`config.mk`:
```
export PLATFORM = sky130hd
export DESIGN_NAME = menu_selector_flat
export DESIGN_NICKNAME = d
export VERILOG_FILES = /design/src/rtl/menu_pkg.sv /design/src/rtl/menu_selector_if.sv /design/src/rtl/menu_timer.sv /design/src/rtl/menu_selector.sv /design/src/flat_wrapper.sv
export SDC_FILE = /design/constraint.sdc
export NUM_CORES = 1
export LEC_CHECK = 0
export CAP_MARGIN = 20
export CORE_AREA = 2 2 53 55
export CTS_BUF_LIST = sky130_fd_sc_hd__clkbuf_8
export CTS_CLUSTER_SIZE = 25
export DETAILED_ROUTE_END_ITERATION = 7
export DIE_AREA = 0 0 55 57
export PLACE_DENSITY = 0.53
export REMOVE_ABC_BUFFERS = 1
export SLEW_MARGIN = 20
export SYNTH_ARGS = -nofsm -noshare
export SYNTH_HDL_FRONTEND = slang
export SYNTH_SLANG_ARGS = --single-unit
```
`constraint.sdc`:
```
create_clock -name clk -period 1.8 [get_ports clk]
set_input_delay 0.36 -clock clk [delete_from_list [all_inputs] [get_ports clk]]
set_output_delay 0.36 -clock clk [all_outputs]
set_load 0.02 [all_outputs]
```
`src/rtl/menu_pkg.sv`:
```
`default_nettype none
// ============================================================================
// Module   : menu_pkg
// Purpose  : Shared types and constants for the main-menu front end:
//            top-level state encodings, menu index constants, the selector
//            FSM enum and the grid-move helper.
// Ports    : none (package)
// Config   : MENU_ATTRACT_EN adds the ATTRACT state to the selector enum.
// Revision : 1.0 - initial release
// ============================================================================
package menu_pkg;

  typedef logic [3:0] top_state_t;
  typedef logic [1:0] menu_idx_t;

  // Top-level controller states
  localparam top_state_t ST_MENU        = 4'b0000;
  localparam top_state_t ST_VOLUME      = 4'b0001;
  localparam top_state_t ST_POKEMON     = 4'b0010;
  localparam top_state_t ST_FRUIT       = 4'b0011;
  localparam top_state_t ST_POTION_INIT = 4'b0100;

  // Menu grid entries, encoded as {row, col}
  localparam menu_idx_t MENU_VOLUME  = 2'b00;
  localparam menu_idx_t MENU_POKEMON = 2'b01;
  localparam menu_idx_t MENU_FRUIT   = 2'b10;
  localparam menu_idx_t MENU_POTION  = 2'b11;

`ifdef MENU_ATTRACT_EN
  typedef enum logic [1:0] {
    SEL_HOLD    = 2'd0,
    SEL_NAV     = 2'd1,
    SEL_ATTRACT = 2'd2
  } sel_state_t;
`else
  typedef enum logic [0:0] {
    SEL_HOLD = 1'b0,
    SEL_NAV  = 1'b1
  } sel_state_t;
`endif

  // One grid move with priority U > D > L > R; U/D flip the row bit,
  // L/R flip the column bit, so every move wraps by construction.
  function automatic menu_idx_t menu_move(input menu_idx_t cur,
                                          input logic up, input logic down,
                                          input logic left, input logic right);
    menu_idx_t res;
    res = cur;
    if (up || down) begin
      res[1] = ~cur[1];
    end else if (left || right) begin
      res[0] = ~cur[0];
    end
    return res;
  endfunction

endpackage
`default_nettype wire

```
`src/rtl/menu_selector_if.sv`:
```
`default_nettype none
// ============================================================================
// Module   : menu_selector_if
// Purpose  : Button / state / selection bundle between the button front end
//            (master) and the menu selector (slave).
// Signals  : btnC, btnL, btnR, btnU, btnD - single-pulse buttons
//            state          - current top-level state (0000 = menu)
//            nextStateMenu  - selected entry {row, col}
//            launch         - one-cycle launch strobe
//            cursor_blink   - 1 = draw highlight
//            attract        - high while auto-cycling
// Revision : 1.0 - initial release
// ============================================================================
interface menu_selector_if;
  import menu_pkg::*;

  logic       btnC;
  logic       btnL;
  logic       btnR;
  logic       btnU;
  logic       btnD;
  top_state_t state;
  menu_idx_t  nextStateMenu;
  logic       launch;
  logic       cursor_blink;
  logic       attract;

  modport master (
    output btnC, btnL, btnR, btnU, btnD, state,
    input  nextStateMenu, launch, cursor_blink, attract
  );

  modport slave (
    input  btnC, btnL, btnR, btnU, btnD, state,
    output nextStateMenu, launch, cursor_blink, attract
  );

endinterface
`default_nettype wire

```
`src/rtl/menu_timer.sv`:
```
`default_nettype none
// ============================================================================
// Module   : menu_timer
// Purpose  : Period counter with clear and enable. expire flags the terminal
//            count (LIMIT-1); an enabled count at terminal reloads to zero, so
//            expire lasts one enabled cycle and the count never wraps past it.
// Ports    : clk, reset   - clock, synchronous active-high reset
//            clear        - force count to zero (wins over enable)
//            enable       - advance the count
//            expire       - count is at LIMIT-1
// Revision : 1.0 - initial release
// ============================================================================
module menu_timer #(
  parameter int unsigned LIMIT = 2
) (
  input  logic clk,
  input  logic reset,
  input  logic clear,
  input  logic enable,
  output logic expire
);

  localparam int unsigned WIDTH = (LIMIT > 1) ? $clog2(LIMIT) : 1;
  localparam logic [WIDTH-1:0] TERMINAL = WIDTH'(LIMIT - 1);

  logic [WIDTH-1:0] count;

  always_ff @(posedge clk) begin
    if (reset || clear) begin
      count <= '0;
    end else if (enable) begin
      count <= (count == TERMINAL) ? '0 : count + WIDTH'(1);
    end
  end

  assign expire = (count == TERMINAL);

endmodule
`default_nettype wire

```
`src/rtl/menu_selector.sv`:
```
`default_nettype none
// ============================================================================
// Module   : menu_selector
// Purpose  : Main-menu cursor and launch front end. Navigates a 2x2 grid
//            from single-pulse buttons, emits a one-cycle launch strobe
//            paired with the selection, restores the cursor to the last
//            launched entry on menu re-entry, and drives a blink flag.
// Ports    : clk   - 1 kHz button clock
//            reset - synchronous active-high reset
//            bus   - menu_selector_if.slave (buttons, state, outputs)
// Params   : IDLE_MS  - idle cycles in NAV before ATTRACT
//            CYCLE_MS - cycles per cursor step in ATTRACT
//            BLINK_MS - cycles per blink half-period
// Config   : MENU_ATTRACT_EN builds the idle/cycle timers and ATTRACT state;
//            without it attract is tied low and IDLE_MS/CYCLE_MS are inert.
// Revision : 1.0 - initial release
// ============================================================================
module menu_selector #(
  parameter int unsigned IDLE_MS  = 10000,
  parameter int unsigned CYCLE_MS = 1000,
  parameter int unsigned BLINK_MS = 250
) (
  input  logic              clk,
  input  logic              reset,
  menu_selector_if.slave    bus
);
  import menu_pkg::*;

  sel_state_t fsm;
  sel_state_t fsm_next;
  menu_idx_t  cursor;
  menu_idx_t  cursor_next;
  menu_idx_t  last_launched;
  menu_idx_t  last_next;
  logic       launch;
  logic       launch_next;
  logic       blink;
  logic       blink_next;

  logic       btn_dir;
  logic       blink_clear;
  logic       blink_enable;
  logic       blink_expire;

  assign btn_dir = bus.btnU | bus.btnD | bus.btnL | bus.btnR;

  menu_timer #(.LIMIT(BLINK_MS)) u_blink_timer (
    .clk    (clk),
    .reset  (reset),
    .clear  (blink_clear),
    .enable (blink_enable),
    .expire (blink_expire)
  );

`ifdef MENU_ATTRACT_EN
  logic btn_any;
  logic attract;
  logic attract_next;
  logic idle_clear;
  logic idle_enable;
  logic idle_expire;
  logic cycle_clear;
  logic cycle_enable;
  logic cycle_expire;

  assign btn_any = bus.btnC | btn_dir;

  menu_timer #(.LIMIT(IDLE_MS)) u_idle_timer (
    .clk    (clk),
    .reset  (reset),
    .clear  (idle_clear),
    .enable (idle_enable),
    .expire (idle_expire)
  );

  menu_timer #(.LIMIT(CYCLE_MS)) u_cycle_timer (
    .clk    (clk),
    .reset  (reset),
    .clear  (cycle_clear),
    .enable (cycle_enable),
    .expire (cycle_expire)
  );
`else
  // Timing parameters for the absent attract feature are referenced only
  // so the parameter list stays identical between builds.
  logic unused_attract_cfg;
  assign unused_attract_cfg = IDLE_MS[0] ^ CYCLE_MS[0];
`endif

  // State and output registers
  always_ff @(posedge clk) begin
    if (reset) begin
      fsm           <= SEL_HOLD;
      cursor        <= MENU_VOLUME;
      last_launched <= MENU_VOLUME;
      launch        <= 1'b0;
      blink         <= 1'b1;
`ifdef MENU_ATTRACT_EN
      attract       <= 1'b0;
`endif
    end else begin
      fsm           <= fsm_next;
      cursor        <= cursor_next;
      last_launched <= last_next;
      launch        <= launch_next;
      blink         <= blink_next;
`ifdef MENU_ATTRACT_EN
      attract       <= attract_next;
`endif
    end
  end

  // Next-state / next-output logic. Every timer is cleared unless the
  // current branch explicitly keeps it running, which is what discards
  // pending counts on any exit from NAV or ATTRACT.
  always_comb begin
    fsm_next     = fsm;
    cursor_next  = cursor;
    last_next    = last_launched;
    launch_next  = 1'b0;
    blink_next   = blink;
    blink_clear  = 1'b1;
    blink_enable = 1'b0;
`ifdef MENU_ATTRACT_EN
    attract_next = 1'b0;
    idle_clear   = 1'b1;
    idle_enable  = 1'b0;
    cycle_clear  = 1'b1;
    cycle_enable = 1'b0;
`endif

    if (bus.state != ST_MENU) begin
      // Outside the menu: freeze cursor and blink, suppress everything.
      fsm_next = SEL_HOLD;
    end else begin
      case (fsm)
        SEL_HOLD: begin
          fsm_next    = SEL_NAV;
          cursor_next = last_launched;
          blink_next  = 1'b1;
        end

        SEL_NAV: begin
          if (bus.btnC) begin
            // Guard keeps launch a strict single-cycle strobe even if the
            // button source misbehaves.
            launch_next  = ~launch;
            last_next    = cursor;
            blink_clear  = 1'b0;
            blink_enable = 1'b1;
            if (blink_expire) begin
              blink_next = ~blink;
            end
          end else if (btn_dir) begin
            cursor_next = menu_move(cursor, bus.btnU, bus.btnD, bus.btnL, bus.btnR);
            blink_next  = 1'b1;
          end else begin
            blink_clear  = 1'b0;
            blink_enable = 1'b1;
            if (blink_expire) begin
              blink_next = ~blink;
            end
`ifdef MENU_ATTRACT_EN
            idle_clear  = 1'b0;
            idle_enable = 1'b1;
            if (idle_expire) begin
              fsm_next     = SEL_ATTRACT;
              attract_next = 1'b1;
              blink_next   = 1'b1;
            end
`endif
          end
        end

`ifdef MENU_ATTRACT_EN
        SEL_ATTRACT: begin
          blink_next = 1'b1;
          if (btn_any) begin
            // Wake-up press is swallowed: no move, no launch.
            fsm_next = SEL_NAV;
          end else begin
            attract_next = 1'b1;
            cycle_clear  = 1'b0;
            cycle_enable = 1'b1;
            if (cycle_expire) begin
              cursor_next = cursor + 2'd1;
            end
          end
        end
`endif

        default: begin
          fsm_next = SEL_HOLD;
        end
      endcase
    end
  end

  assign bus.nextStateMenu = cursor;
  assign bus.launch        = launch;
  assign bus.cursor_blink  = blink;
`ifdef MENU_ATTRACT_EN
  assign bus.attract       = attract;
`else
  assign bus.attract       = 1'b0;
`endif

endmodule
`default_nettype wire

```
`src/flat_wrapper.sv`:
```
// flat-port wrapper written by rule: the top's interface ports become plain ports
module menu_selector_flat import menu_pkg::*;
#(
  parameter int unsigned IDLE_MS  = 10000,
  parameter int unsigned CYCLE_MS = 1000,
  parameter int unsigned BLINK_MS = 250
)
  (clk, reset, bus_btnC, bus_btnL, bus_btnR, bus_btnU, bus_btnD, bus_state, bus_nextStateMenu, bus_launch, bus_cursor_blink, bus_attract);
  menu_selector_if bus_i ();
  input  logic clk;
  input  logic reset;
  input wire logic [$bits(bus_i.btnC)-1:0] bus_btnC;
  input wire logic [$bits(bus_i.btnL)-1:0] bus_btnL;
  input wire logic [$bits(bus_i.btnR)-1:0] bus_btnR;
  input wire logic [$bits(bus_i.btnU)-1:0] bus_btnU;
  input wire logic [$bits(bus_i.btnD)-1:0] bus_btnD;
  input wire logic [$bits(bus_i.state)-1:0] bus_state;
  output wire logic [$bits(bus_i.nextStateMenu)-1:0] bus_nextStateMenu;
  output wire logic [$bits(bus_i.launch)-1:0] bus_launch;
  output wire logic [$bits(bus_i.cursor_blink)-1:0] bus_cursor_blink;
  output wire logic [$bits(bus_i.attract)-1:0] bus_attract;
  assign bus_i.btnC = bus_btnC;
  assign bus_i.btnL = bus_btnL;
  assign bus_i.btnR = bus_btnR;
  assign bus_i.btnU = bus_btnU;
  assign bus_i.btnD = bus_btnD;
  assign bus_i.state = bus_state;
  assign bus_nextStateMenu = bus_i.nextStateMenu;
  assign bus_launch = bus_i.launch;
  assign bus_cursor_blink = bus_i.cursor_blink;
  assign bus_attract = bus_i.attract;
  menu_selector #(.IDLE_MS(IDLE_MS), .CYCLE_MS(CYCLE_MS), .BLINK_MS(BLINK_MS)) u_core (.clk(clk), .reset(reset), .bus(bus_i));
endmodule
```
==> results.py <==
metrics = {
    "status": {
        "run_status": "completed",
    },
    "routing": {
        "drc": 0,
        "ant_nets": 0,
        "drt-pass1-iter-count": 2,
        "vias_per_cell": 4.81,
        "routedWlPerCell_microns": 11.3,
        "num_vias": 654,
        "drt_wl_total_microns": 1540,
        "drt_iter0_drc": 7,
    },
    "synth": {
        "synth_mux_area_share_pct": 2.74,
        "synth-compound-area-share_pct": 16.3,
        "ys_seq_elements": 15,
        "syn_area_sq_um": 729,
        "synth-main-ff-cell": "dfxtp_1",
        "synth_top_family_by_area": "simple AND/OR/NAND/NOR gates",
        "async_flop_share_pct": 0,
        "synth_cells": 82,
        "synthSimpleGateAreaFrac_pct": 29.0,
        "synth_top_area_share_pct": 41.2,
        "synth_edf_count": 0,
        "synth.distinct_cells": 34,
        "ys_seq_area_share_pct": 41.2,
        "synthXorXnorAreaFrac_pct": 2.40,
        "synth_top_area_cell": "dfxtp_1",
        "yosys-top-cells-area": "dfxtp_1 41%, a21oi_1 4.1%, o21ai_0 4.1%",
        "yosysWarnings": 0,
        "synthAdderAreaFrac_pct": 3.43,
        "synth.avg_cell_area_sq_um": 8.90,
    },
    "cts": {
        "cts_hold_buf": 0,
        "cts_setup_buffers": 0,
        "cts.sinks": 15,
        "numCtsBuffers": 3,
        "cts_max_level": 1,
        "tritoncts": "done",
        "clk_latency_ns": 0.24,
        "clk_pin_slew_ns": 0.06,
        "cts-root-buf": "clkbuf_8",
        "clockBufferDepth": 2,
    },
    "timing": {
        "setup_viol": 0,
        "drv_slew": 0,
        "period_minus_slack_ns": 1.70,
        "finalHoldViolations": 0,
        "setup_tns_ns": 0,
        "clock_skew_ns": 0.00314,
        "worst_slack_ns": 0.104,
        "worst_hold_slack_ns": 0.428,
        "rsz0062_at_grt": "no",
        "finalCritPeriodShare_pct": 94.2,
        "fmax_ghz": 0.590,
    },
    "critical_path": {
        "cp_num_buf_inv": 1,
        "critPathTopFamily": "simple AND/OR/NAND/NOR gates",
        "cp-start-kind": "primary input",
        "rrSetupSlack_ns": 0.45,
        "critPathMaxStageDelay_ns": 0.55,
        "worst_ep_arrival_time_ns": 1.87,
        "setup.worst_path.class": "in -> reg",
        "critPathSlowestCell": "or4_4",
        "cp_cell_sequence": "clkdlybuf4s50_1 -> nor4_4 -> o211ai_2 -> or4_4 -> a21oi_2",
        "cp_max_fo": 4,
        "cp-end-kind": "register",
        "required_ns": 1.98,
    },
    "die": {
        "initial_core_util_pct": 27.9,
        "num_io_pins": 16,
        "die_height_microns": 57,
        "die_area_sq_um": 3140,
        "die_w_microns": 55,
        "core-area_sq_um": 2620,
        "row_count": 19,
    },
    "placed_design": {
        "placed_cell_area_sq_um": 955,
        "place_congestion": 0.747,
        "port_buffers": 14,
        "detailed_place_hpwl_microns": 1230,
        "pre_cts_slack_ns": -0.327,
    },
    "grt": {
        "grt_pass1_wl_microns": 2730,
        "groute.usage.overall_pct": 11.6,
        "antenna_found_initial": 0,
        "grt_max_degree": 9,
        "grt_pass1_vias": 648,
        "overflow": 0,
    },
    "final_layout": {
        "postLayoutCellArea_sq_um": 1040,
        "fin_nets": 119,
        "antenna_cells": 0,
        "area_growth_syn_to_layout_pct": 42.0,
        "layout_commonest_cell": "dfxtp_1",
        "drive_gt1_share_pct": 21.0,
        "mostFrequentLayoutCells": "15 x dfxtp_1, 9 x buf_4, 8 x nor2_1, 8 x clkdlybuf4s50_1, 6 x o21ai_0",
    },
    "power": {
        "p_per_area_nw_per_um2": 624,
        "power_leakage_uw": 0.000396,
        "irDropWorstVdd_uv": 527,
    },
    "min_path": {
        "hp-class": "reg -> reg",
    },
    "job": {
        "maxCapViolCount": 0,
    },
}
## stage by stage
stage	power, uW	instances	utilization, %
after floorplan	350	78	-
after global placement	392	132	36.5
after detailed placement	393	132	36.5
after CTS	652	136	38.7
after global routing	672	136	39.6
final	646	136	39.6
## Yosys cell counts (all sizes together), types with 2 or more instances
| cell | count |
|---|---|
| dfxtp | 15 |
| nor2 | 8 |
| a21oi | 6 |
| o21ai | 6 |
| nor3 | 5 |
| buf | 3 |
| inv | 3 |
| nand2 | 3 |
| nor4 | 3 |
| or3 | 3 |
| or4 | 3 |
| ha | 2 |
| mux2i | 2 |
| nand2b | 2 |
| nand3 | 2 |
| o31ai | 2 |
## metal layers
layer,wire (microns),track usage [%],vias up
li1,-,-,345
met1,729,15.9,293
met2,721,17.9,14
met3,75,3.14,2
met4,9,3.14,0
met5,0,0,-
## what timing repair did
| item | in CTS | in global routing |
|---|---|---|
| endpoints found under the setup margin | 8 | 4 |
| pin swaps | 3 | 5 |
| resized for setup | 4 | 8 |
## sequential cells by signal (all words and copies together) (netlist names)
name,flops
u_core.bus.launch,1
u_core.fsm,1
u_core.bus.nextStateMenu,2
u_core.last_launched,2
u_core.u_blink_timer.count,8
u_core.bus.cursor_blink,1
## where the power goes
part | internal (uW) | total, uW | switching (uW)
clock network | 151 | 262 | 111
logic | 28.5 | 51.7 | 23.2
registers | 332 | 333 | 0.424
## cell families (layout without fill, tap and decap cells)
| group | after synthesis | in the layout |
|---|---|---|
| AO/OA/AOI/OAI | 19 | 19 |
| XOR/XNOR | 2 | 2 |
| adder cells (fa/ha/maj) | 2 | 2 |
| buffers and inverters | 7 | 30 |
| flip-flops | 15 | 15 |
| multiplexers | 2 | 2 |
| other | 1 | 1 |
| AND/OR/NAND/NOR | 34 | 34 |
## worst paths after layout
| check | depth (start not counted) | endpoint | start |
|---|---|---|---|
| max | 5 | u_core.u_blink_timer.count[6] | bus_state[3] |
| min | 1 | u_core.bus.launch | u_core.bus.launch |
| max reg2reg | 4 | u_core.bus.cursor_blink | u_core.u_blink_timer.count[3] |
| min reg2reg | 1 | u_core.bus.launch | u_core.bus.launch |
## layout make-up
type	instances	area [sq um]
multi-input cells	60	425
clock buffers	3	41.3
inverters	3	11.3
clock inverters	1	3.75
repair buffers	23	215
fillers	275	1580
well taps	31	38.8
flip-flops and latches	15	300
Note: power is estimated with default switching activity, not from simulation.
